## src/rtl/add_share_arb.sv

```systemverilog
// -----------------------------------------------------------------------------
// add_share_arb
//   Shares one pipelined W-bit adder among N requesters. Each cycle at most one
//   requester is granted. Its operands are steered to the adder and its ID is
//   pushed into a LAT-deep tag pipe that runs in lockstep with the adder. When
//   a tag leaves the pipe, the adder result and that ID are registered onto the
//   response port. A drain input stops new grants and lets in-flight ops finish.
//
// Configuration macro:
//   ADD_SHARE_ARB_FIXED_PRIO_EN - when defined, the lowest asserted index wins
//                                 and the round-robin pointer does not exist.
//                                 When undefined (default), arbitration is
//                                 round-robin.
//
// Ports:
//   clk, rst          clock; synchronous active-high reset
//   req[N]            requester i has operands valid; held until granted
//   req_a/req_b[N*W]  operands, requester i at [i*W +: W]
//   gnt[N]            one-hot grant (combinational); transfer on req&gnt
//   drain             stop issuing; in-flight ops still complete
//   add_start/a/b     adder issue interface (a/b are 0 when nothing granted)
//   add_y[W]          adder result, valid LAT cycles after start
//   rsp_valid/id/y    registered response, one-cycle pulse per op
//   idle              registered: FSM idle and no op in flight
// -----------------------------------------------------------------------------
module add_share_arb #(
   parameter int W   = 8,
   parameter int N   = 4,
   parameter int LAT = 2,
   localparam int IW = (N > 1) ? $clog2(N) : 1
) (
   input  logic            clk,
   input  logic            rst,
   input  logic [N-1:0]    req,
   input  logic [N*W-1:0]  req_a,
   input  logic [N*W-1:0]  req_b,
   output logic [N-1:0]    gnt,
   input  logic            drain,
   output logic            add_start,
   output logic [W-1:0]    add_a,
   output logic [W-1:0]    add_b,
   input  logic [W-1:0]    add_y,
   output logic            rsp_valid,
   output logic [IW-1:0]   rsp_id,
   output logic [W-1:0]    rsp_y,
   output logic            idle
);

   typedef enum logic [1:0] {S_IDLE, S_RUN, S_DRAIN} state_t;

   state_t                  state_q, state_d;
   logic [LAT-1:0]          tag_vld_q, tag_vld_d;
   logic [LAT-1:0][IW-1:0]  tag_id_q, tag_id_d;
   logic                    rsp_valid_q, rsp_valid_d;
   logic [IW-1:0]           rsp_id_q, rsp_id_d;
   logic [W-1:0]            rsp_y_q, rsp_y_d;
   logic                    idle_q, idle_d;

   logic                    win_vld;
   logic [IW-1:0]           win_id;
   logic                    issue_ok;
   logic                    in_flight;

`ifndef ADD_SHARE_ARB_FIXED_PRIO_EN
   logic [IW-1:0]           rr_ptr_q, rr_ptr_d;
   logic [IW-1:0]           idx;
`endif

   assign in_flight = |tag_vld_q;
   // Grants only from IDLE/RUN with drain low; drain wins over a pending req.
   assign issue_ok  = !drain && (state_q != S_DRAIN);

   // ---------------- winner selection ----------------
   always_comb begin
      win_vld = 1'b0;
      win_id  = '0;
`ifdef ADD_SHARE_ARB_FIXED_PRIO_EN
      // Scan downward so the lowest asserted index is the last one written.
      for (int i = N - 1; i >= 0; i--) begin
         if (req[i]) begin
            win_vld = 1'b1;
            win_id  = IW'(i);
         end
      end
`else
      idx = '0;
      // Search rr_ptr, rr_ptr+1, ... modulo N; the first hit wins.
      for (int i = 0; i < N; i++) begin
         idx = IW'((int'(rr_ptr_q) + i) % N);
         if (!win_vld && req[idx]) begin
            win_vld = 1'b1;
            win_id  = idx;
         end
      end
`endif
   end

   // ---------------- grant and adder issue ----------------
   always_comb begin
      gnt   = '0;
      add_a = '0;
      add_b = '0;
      if (issue_ok && win_vld) gnt[win_id] = 1'b1;
      for (int i = 0; i < N; i++) begin
         if (gnt[i]) begin
            add_a = req_a[i*W +: W];
            add_b = req_b[i*W +: W];
         end
      end
   end

   assign add_start = |gnt;

`ifndef ADD_SHARE_ARB_FIXED_PRIO_EN
   always_comb begin
      rr_ptr_d = rr_ptr_q;
      if (add_start) rr_ptr_d = (win_id == IW'(N - 1)) ? '0 : win_id + 1'b1;
   end
`endif

   // ---------------- tag pipe and response ----------------
   // The pipe shifts every cycle regardless of activity, so a tag lines up
   // exactly with add_y LAT cycles after its start.
   always_comb begin
      tag_vld_d    = tag_vld_q;
      tag_id_d     = tag_id_q;
      tag_vld_d[0] = add_start;
      tag_id_d[0]  = win_id;
      for (int s = 1; s < LAT; s++) begin
         tag_vld_d[s] = tag_vld_q[s-1];
         tag_id_d[s]  = tag_id_q[s-1];
      end

      rsp_valid_d = tag_vld_q[LAT-1];
      rsp_id_d    = rsp_id_q;
      rsp_y_d     = rsp_y_q;
      if (tag_vld_q[LAT-1]) begin
         rsp_id_d = tag_id_q[LAT-1];
         rsp_y_d  = add_y;
      end
   end

   // ---------------- FSM ----------------
   always_comb begin
      state_d = state_q;
      case (state_q)
         S_IDLE:  if (|req && !drain) state_d = S_RUN;
         S_RUN: begin
            if (drain)                         state_d = S_DRAIN;
            else if (!(|req) && !in_flight)    state_d = S_IDLE;
         end
         S_DRAIN: begin
            if (!in_flight)                    state_d = S_IDLE;
            else if (!drain)                   state_d = S_RUN;
         end
         default: state_d = S_IDLE;
      endcase
      idle_d = (state_d == S_IDLE) && !(|tag_vld_d);
   end

   always_ff @(posedge clk) begin
      if (rst) begin
         state_q     <= S_IDLE;
         tag_vld_q   <= '0;
         tag_id_q    <= '0;
         rsp_valid_q <= 1'b0;
         rsp_id_q    <= '0;
         rsp_y_q     <= '0;
         idle_q      <= 1'b1;
`ifndef ADD_SHARE_ARB_FIXED_PRIO_EN
         rr_ptr_q    <= '0;
`endif
      end else begin
         state_q     <= state_d;
         tag_vld_q   <= tag_vld_d;
         tag_id_q    <= tag_id_d;
         rsp_valid_q <= rsp_valid_d;
         rsp_id_q    <= rsp_id_d;
         rsp_y_q     <= rsp_y_d;
         idle_q      <= idle_d;
`ifndef ADD_SHARE_ARB_FIXED_PRIO_EN
         rr_ptr_q    <= rr_ptr_d;
`endif
      end
   end

   assign rsp_valid = rsp_valid_q;
   assign rsp_id    = rsp_id_q;
   assign rsp_y     = rsp_y_q;
   assign idle      = idle_q;

endmodule

```

## config.mk

```make
export PLATFORM = sky130hd
export DESIGN_NAME = add_share_arb
export DESIGN_NICKNAME = d
export VERILOG_FILES = /design/src/rtl/add_share_arb.sv
export SDC_FILE = /design/constraint.sdc
export NUM_CORES = 1
export LEC_CHECK = 0
export BUFFER_PORTS_ARGS = -buffer_cell sky130_fd_sc_hd__buf_4
export CAP_MARGIN = 20
export CELL_PAD_IN_SITES_DETAIL_PLACEMENT = 1
export CELL_PAD_IN_SITES_GLOBAL_PLACEMENT = 2
export CORE_ASPECT_RATIO = 0.5
export CORE_MARGIN = 2
export CORE_UTILIZATION = 18
export DETAILED_ROUTE_END_ITERATION = 16
export PLACE_DENSITY_LB_ADDON = 0.1
export REMOVE_ABC_BUFFERS = 1
export SLEW_MARGIN = 20
export SYNTH_ARGS = -nofsm -noshare
export SYNTH_HDL_FRONTEND = slang
export SYNTH_SLANG_ARGS = --single-unit
```

## constraint.sdc

```tcl
create_clock -name clk -period 2.3 [get_ports clk]
set_input_delay 0.345 -clock clk [delete_from_list [all_inputs] [get_ports clk]]
set_output_delay 0.345 -clock clk [all_outputs]
set_load 0.01 [all_outputs]
```

==> results.yml, run 1 <==
critical_path:
  regToRegStartpoint: "rr_ptr_q[1]"
  crit_path_frequent_cell: "buf_4"
  critPathKind: "reg -> out"
  slowest_stage: "dfxtp_4"
  required_ps: 1960
  reg2reg_slack_ps: 60
  critPathTopFamily: "compound AO/OA/AOI/OAI gates"
  critPathArrivalTime_ps: 2220
  path_max_fanout: 5
  cp_num_buf_inv: 5
  rr_worst_depth: 13
  cp_slowest_stage_delay_ps: 360
  setup.worst_path.end_class: "output pin"
  crit_path_start_kind: "flip-flop"
  cp_cell_sequence: "a21oi_1 > o21a_1 > o22ai_2 > buf_4 > inv_2 > ha_4 > clkinv_2 > buf_4 > o21a_1 > a22oi_1 > nor2_1 > buf_4"
  r2r-end: "rr_ptr_q[1]"
placed_design:
  place_congestion: 0.720
  dp_hpwl_um: 4710
  pre_cts_slack_ps: -183
  io_buffer_count: 111
sta:
  skew_ps: 5.59
  worst_slack_ps: -263
  finalCriticalPeriod_ps: 2560
  grt_setup_unrepaired: "true"
  hold_viol: 0
  fin_setup_tns_ps: -3980
  finalSetupViolCount: 17
  fmax_mhz: 390
  relSlewSlack_pct: 75.3
  holdWs_ps: 313
  post-route-period-util_pct: 111
  tightest_slew_ps: 367
  report.final.slew_viol_count: 0
cts:
  cts_hold_buf: 0
  htree_levels: 1
  cts_tree: "yes"
  clkSinkCount: 22
  clk_pin_slew_ps: 60
  cts_buffer_depth: 2
  root_buffer: "clkbuf_16"
  cts_inserted_buffers: 3
  insertion_delay_ps: 260
yosys:
  yosys.area_share.xor_xnor_pct: 0
  synthMuxAreaShare_pct: 7.79
  yosysWarnings: 0
  synth_fa_ha_area_share_pct: 3.25
  synthDistinctLibCells: 32
  synth_top_family_by_area: "compound AO/OA/AOI/OAI gates"
  avgSynthCellArea_um2: 7.67
  yosysTopAreaCell: "dfxtp_1"
  synth_area_leaders: "dfxtp_1 29%, nor2_1 8.3%, mux2i_1 7.8%"
  ys_ff_latch: 22
  synth-compound-area-share_pct: 30.3
  synthSimpleGateAreaFrac_pct: 22.5
  yosysTopAreaCellShare_pct: 28.6
  syn_inst: 201
  ys_seq_area_share_pct: 28.6
  netlist_area_um2: 1540
global_route:
  antenna_found_initial: 0
  grt_pass1_wl_um: 9990
  grt_max_degree: 22
  grt.overflow.total: 0
  gr-usage-all-layers_pct: 13.1
  grt_pass1_vias: 2033
power_and_ir_drop:
  p_int_mw: 1.36
  powerDensity_nw_per_um2: 643
  combPwrFrac_pct: 54.6
  p_seq_share_pct: 21.2
  power.total_mw: 1.99
  peakVddDrop_mv: 0.233
  p_clk_share_pct: 24.3
  leakagePower_nw: 1.40
  switching_share_pct: 31.8
  p_sw_mw: 0.634
run_status:
  violations: "negative setup slack"
  status: "finished with violations"
die:
  rows: 23
  coreArea_um2: 8140
  die_area_um2: 9360
  initial_core_util_pct: 18.9
  die_w_um: 135
  ios: 112
  die_y_um: 69.4
final_layout:
  areaGrowthSynthToFinish_pct: 101
  nFillCells: 972
  drive_gt1_share_pct: 56.5
  most-common-layout-cells: "139 x buf_4, 33 x nor2_1, 21 x dfxtp_1"
  n_antenna_cell: 0
  fin_nets: 424
  final_common_cell: "buf_4"
drt:
  drc: 0
  drt-initial-drc-count: 32
  first_pass_iters: 4
  ant_nets: 0
  num_vias: 2006
  wl_per_cell_um: 14.3
  post_drt_via_cell_ratio: 4.44
  wirelength_um: 6470
min_path:
  hold_end: "state_q[0]"
  hp-class: "in -> reg"
  whs_path_depth: 2
  holdCritStartpoint: "drain"
run:
  drv_cap: 0
## sequential cells by signal, indices dropped and copies added (netlist names)
register   cells
idle           1
rsp_id         2
state_q        2
rsp_valid      1
rr_ptr_q       2
rsp_y          8
tag_vld_q      2
tag_id_d       2
tag_id_q       2
## power by group through the flow
stage / Combinational (mW) / Sequential [mW] / Clock (mW)
after floorplan: 0.388 / 0.437 / 0
after CTS: 0.992 / 0.422 / 0.496
final: 1.09 / 0.422 / 0.484
after detailed placement: 0.854 / 0.429 / 0
after global placement: 0.840 / 0.429 / 0
after global routing: 1.18 / 0.426 / 0.515
## kinds of logic (layout without fill, tap and decap cells)
kind of cell,after synthesis,in the layout
compound gates,73,73
simple gates,67,67
buf+inv,23,162
flops,22,22
mux,12,12
fa+ha+maj,4,4
## area by class of cell
type                    instances  area (um2)  area share, %
inverters                       7        37.5           1.21
well taps                     112         140           4.52
flip-flops and latches         22         444           14.3
clock buffers                   3        75.1           2.42
clock inverters                 1        30.0          0.968
repair buffers                151        1250           40.2
multi-input cells             156        1130           36.4
## how the worst max path moves through the flow
stage,startpoint,endpoint,slack [ps],cells after the start
floorplan,rr_ptr_q[1],add_a[0],-340,8
global route,rr_ptr_q[1],add_a[4],-370,12
detailed placement,req[1],add_a[5],-180,13
finish,rr_ptr_q[1],add_b[3],-260,12
global placement,req[2],add_a[7],-160,12
CTS,rr_ptr_q[1],add_a[7],-270,11
## stage by stage
stage	util, %	std cells	area (um2)
after floorplan	-	185	1450
after global placement	32.6	436	2660
after detailed placement	32.6	436	2660
after CTS	36.5	448	2970
after global routing	38.1	452	3100
final	38.1	452	3100
## synth_stat cells
library cell	n
a211oi_1	1
a211oi_2	1
a21o_1	1
a21oi_1	20
a221o_1	2
a22oi_1	14
and2b_1	1
buf_1	2
buf_2	4
buf_4	1
buf_6	3
clkbuf_1	6
clkinv_1	2
dfxtp_1	22
ha_1	4
inv_1	5
mux2i_1	12
nand2_1	17
nand2b_1	1
nor2_1	34
nor2b_1	5
nor3_1	1
nor3_2	1
nor4_2	2
nor4_4	2
o211ai_1	2
o21a_1	15
o21ai_0	16
o22ai_1	1
or2b_1	1
or2b_2	1
or3_4	1
## worst register-to-register path, delay by kind of cell, from the launching register on
family	cells	cell delay, ps
adders and majority gates	1	190
buffers and inverters	5	720
DFF	1	360
muxes	2	320
and+or+nand+nor	5	530
## metal layers
metal  part of all wire [%]  vias up  track usage [%]
met1                     43      958             16.2
met2                     51       60             24.5
met4                   0.49        0             1.75
li1                       -      985                -
met5                      0        -                0
met3                    6.3        3             1.83
## timing repair
action	4_1_cts	5_1_grt
gates cloned	2	1
pin swaps	13	15
setup buffers	6	3
gates resized for setup	45	24
endpoints found under the setup margin	23	23
Power figures use the tool's default switching activity.
==> run 2: changes to the inputs <==
--- a/config.mk
+++ b/config.mk
@@ -6,7 +6,7 @@
 export NUM_CORES = 1
 export LEC_CHECK = 0
 export BUFFER_PORTS_ARGS = -buffer_cell sky130_fd_sc_hd__buf_4
-export CAP_MARGIN = 20
+export CAP_MARGIN = 25
 export CELL_PAD_IN_SITES_DETAIL_PLACEMENT = 1
 export CELL_PAD_IN_SITES_GLOBAL_PLACEMENT = 2
 export CORE_ASPECT_RATIO = 0.5
@@ -14,7 +14,6 @@
 export CORE_UTILIZATION = 18
 export DETAILED_ROUTE_END_ITERATION = 16
 export PLACE_DENSITY_LB_ADDON = 0.1
-export REMOVE_ABC_BUFFERS = 1
 export SLEW_MARGIN = 20
 export SYNTH_ARGS = -nofsm -noshare
 export SYNTH_HDL_FRONTEND = slang
==> results.yml, run 2 (synthesized netlist as in run 1, its figures left out) <==
yosys:
  syn-num-nets: 284
final_layout:
  largest_reg_flops: 8
  final_cell_count_no_fill: 451
  most-common-layout-cells: "133 x buf_4, 34 x nor2_1, 20 x dfxtp_1"
  drive_gt1_share_pct: 58.1
  fin_util_pct: 38.4
  fin_nets: 423
  n_antenna_cell: 0
  final_common_cell: "buf_4"
  areaGrowthSynthToFinish_pct: 103
  multi_input_area_um2: 1170
  nFillCells: 973
  final-seq-area_um2: 448
  post-route-cell-area_um2: 3130
drt:
  wl_met1_um: 2830
  first_pass_iters: 4
  num_vias: 1973
  dr_wl_met3_um: 312
  drc: 0
  post_drt_via_cell_ratio: 4.37
  wirelength_um: 6650
  dr_wl_met2_um: 3460
  wl_per_cell_um: 14.7
  drt-initial-drc-count: 28
  ant_nets: 0
  highest_layer: "met4"
power_and_ir_drop:
  leakagePower_nw: 1.39
  p_int_mw: 1.34
  p_sw_mw: 0.628
  powerDensity_nw_per_um2: 630
  combPwrFrac_pct: 54.1
  power.total_mw: 1.97
  peakVddDrop_mv: 0.246
  p_seq_share_pct: 21.8
  p_clk_share_pct: 24.2
  switching_share_pct: 31.9
placed_design:
  io_buffer_count: 111
  dp_hpwl_um: 4980
  pre_cts_slack_ps: -228
  dp_cells: 434
  place_area_um2: 2650
  place_congestion: 0.761
critical_path:
  crit_path_frequent_cell: "buf_6"
  crit_path_start_kind: "flip-flop"
  cp_cell_sequence: "a21oi_2 > o21a_1 > o22ai_4 > buf_6 > ha_4 > buf_6 > buf_12 > buf_6 > o21ai_2 > a22oi_1 > nor2_1 > buf_4"
  critPathArrivalTime_ps: 2180
  required_ps: 1960
  setup.worst_path.end_class: "output pin"
  critPathKind: "reg -> out"
  path_max_fanout: 6
  cp_slowest_stage_delay_ps: 380
  slowest_stage: "dfxtp_4"
cts:
  cts_buffer_depth: 2
  root_buffer: "clkbuf_16"
  clk_pin_slew_ps: 60
  htree_levels: 1
  cts_hold_buf: 0
  clkSinkCount: 22
  insertion_delay_ps: 250
  cts_inserted_buffers: 3
  cts_tree: "yes"
sta:
  worst_slack_ps: -225
  hold_viol: 0
  finalSetupViolCount: 18
  finalCriticalPeriod_ps: 2520
  fmax_mhz: 396
  report.final.slew_viol_count: 0
  fin_setup_tns_ps: -2800
  holdWs_ps: 319
  post-route-period-util_pct: 110
  relSlewSlack_pct: 76.1
  tightest_slew_ps: 354
  grt_setup_unrepaired: "true"
  skew_ps: 1.77
run:
  drv_cap: 0
global_route:
  grt_pass1_wl_um: 10600
  grt.overflow.total: 0
  gr-usage-all-layers_pct: 13.9
  antenna_found_initial: 0
  grt_pass1_vias: 2099
  grt_max_degree: 22
min_path:
  hp-class: "in -> reg"
die:
  rows: 23
  ios: 112
  coreArea_um2: 8140
  die_y_um: 69.4
  initial_core_util_pct: 18.9
  die_area_um2: 9360
  die_w_um: 135
run_status:
  violations: "negative setup slack"
  status: "finished with violations"
run 2: cell count changes in the layout (fill, tap and decap cells not counted), moves of 2 or more:
cell and change:
a21oi_2 +2, a21oi_1 -3, buf_4 -6, inv_4 +2, buf_6 +8
run 2: area by class of cell:
class,instances,share of cell area (%)
multi-input combinational,156,37.3
inverter,7,1.16
tap,112,4.48
sequential,22,14.3
clock inverter,1,0.960
clock buffer,3,2.40
timing repair buffer,150,39.4
run 2: power by group through the flow:
stage	Clock, mW	Sequential [mW]	Combinational [mW]
5_1_grt	0.513	0.432	1.16
3_5_place_dp	0	0.433	0.836
2_1_floorplan	0	0.434	0.426
4_1_cts	0.491	0.427	0.992
6_report	0.476	0.429	1.07
3_3_place_gp	0	0.431	0.824
run 2: path summary, 6_finish.rpt:
| check | startpoint | to | slack, ps | depth (start not counted) |
|---|---|---|---|---|
| worst min-delay path | drain | state_q[0] | 320 | 2 |
| worst min register to register | tag_id_d[3] | tag_id_q[3] | 450 | 1 |
| worst max register to register | rr_ptr_q[1] | rr_ptr_q[0] | 120 | 12 |
| worst max-delay path | rr_ptr_q[1] | add_a[1] | -220 | 12 |
run 2: critical path: cells and delay by family, from the launching register on:
family                     cells  cell delay (ps)
AOI/OAI and AO/OA              5              690
DFF                            1              380
and+or+nand+nor                1               70
adders and majority gates      1              170
buffers and inverters          5              610
run 2: what timing repair did:
action / CTS / global route
pin swaps: 10 / 27
cloned: 2 / 0
endpoints found under the setup margin: 23 / 23
resized for setup: 39 / 42
buffers inserted: 9 / 4
run 2: routing by layer:
metal / vias to the layer above / GRT usage (%)
met1: 939 / 17.0
met5: - / 0
li1: 981 / -
met3: 4 / 1.68
met4: 0 / 2.92
met2: 49 / 25.9
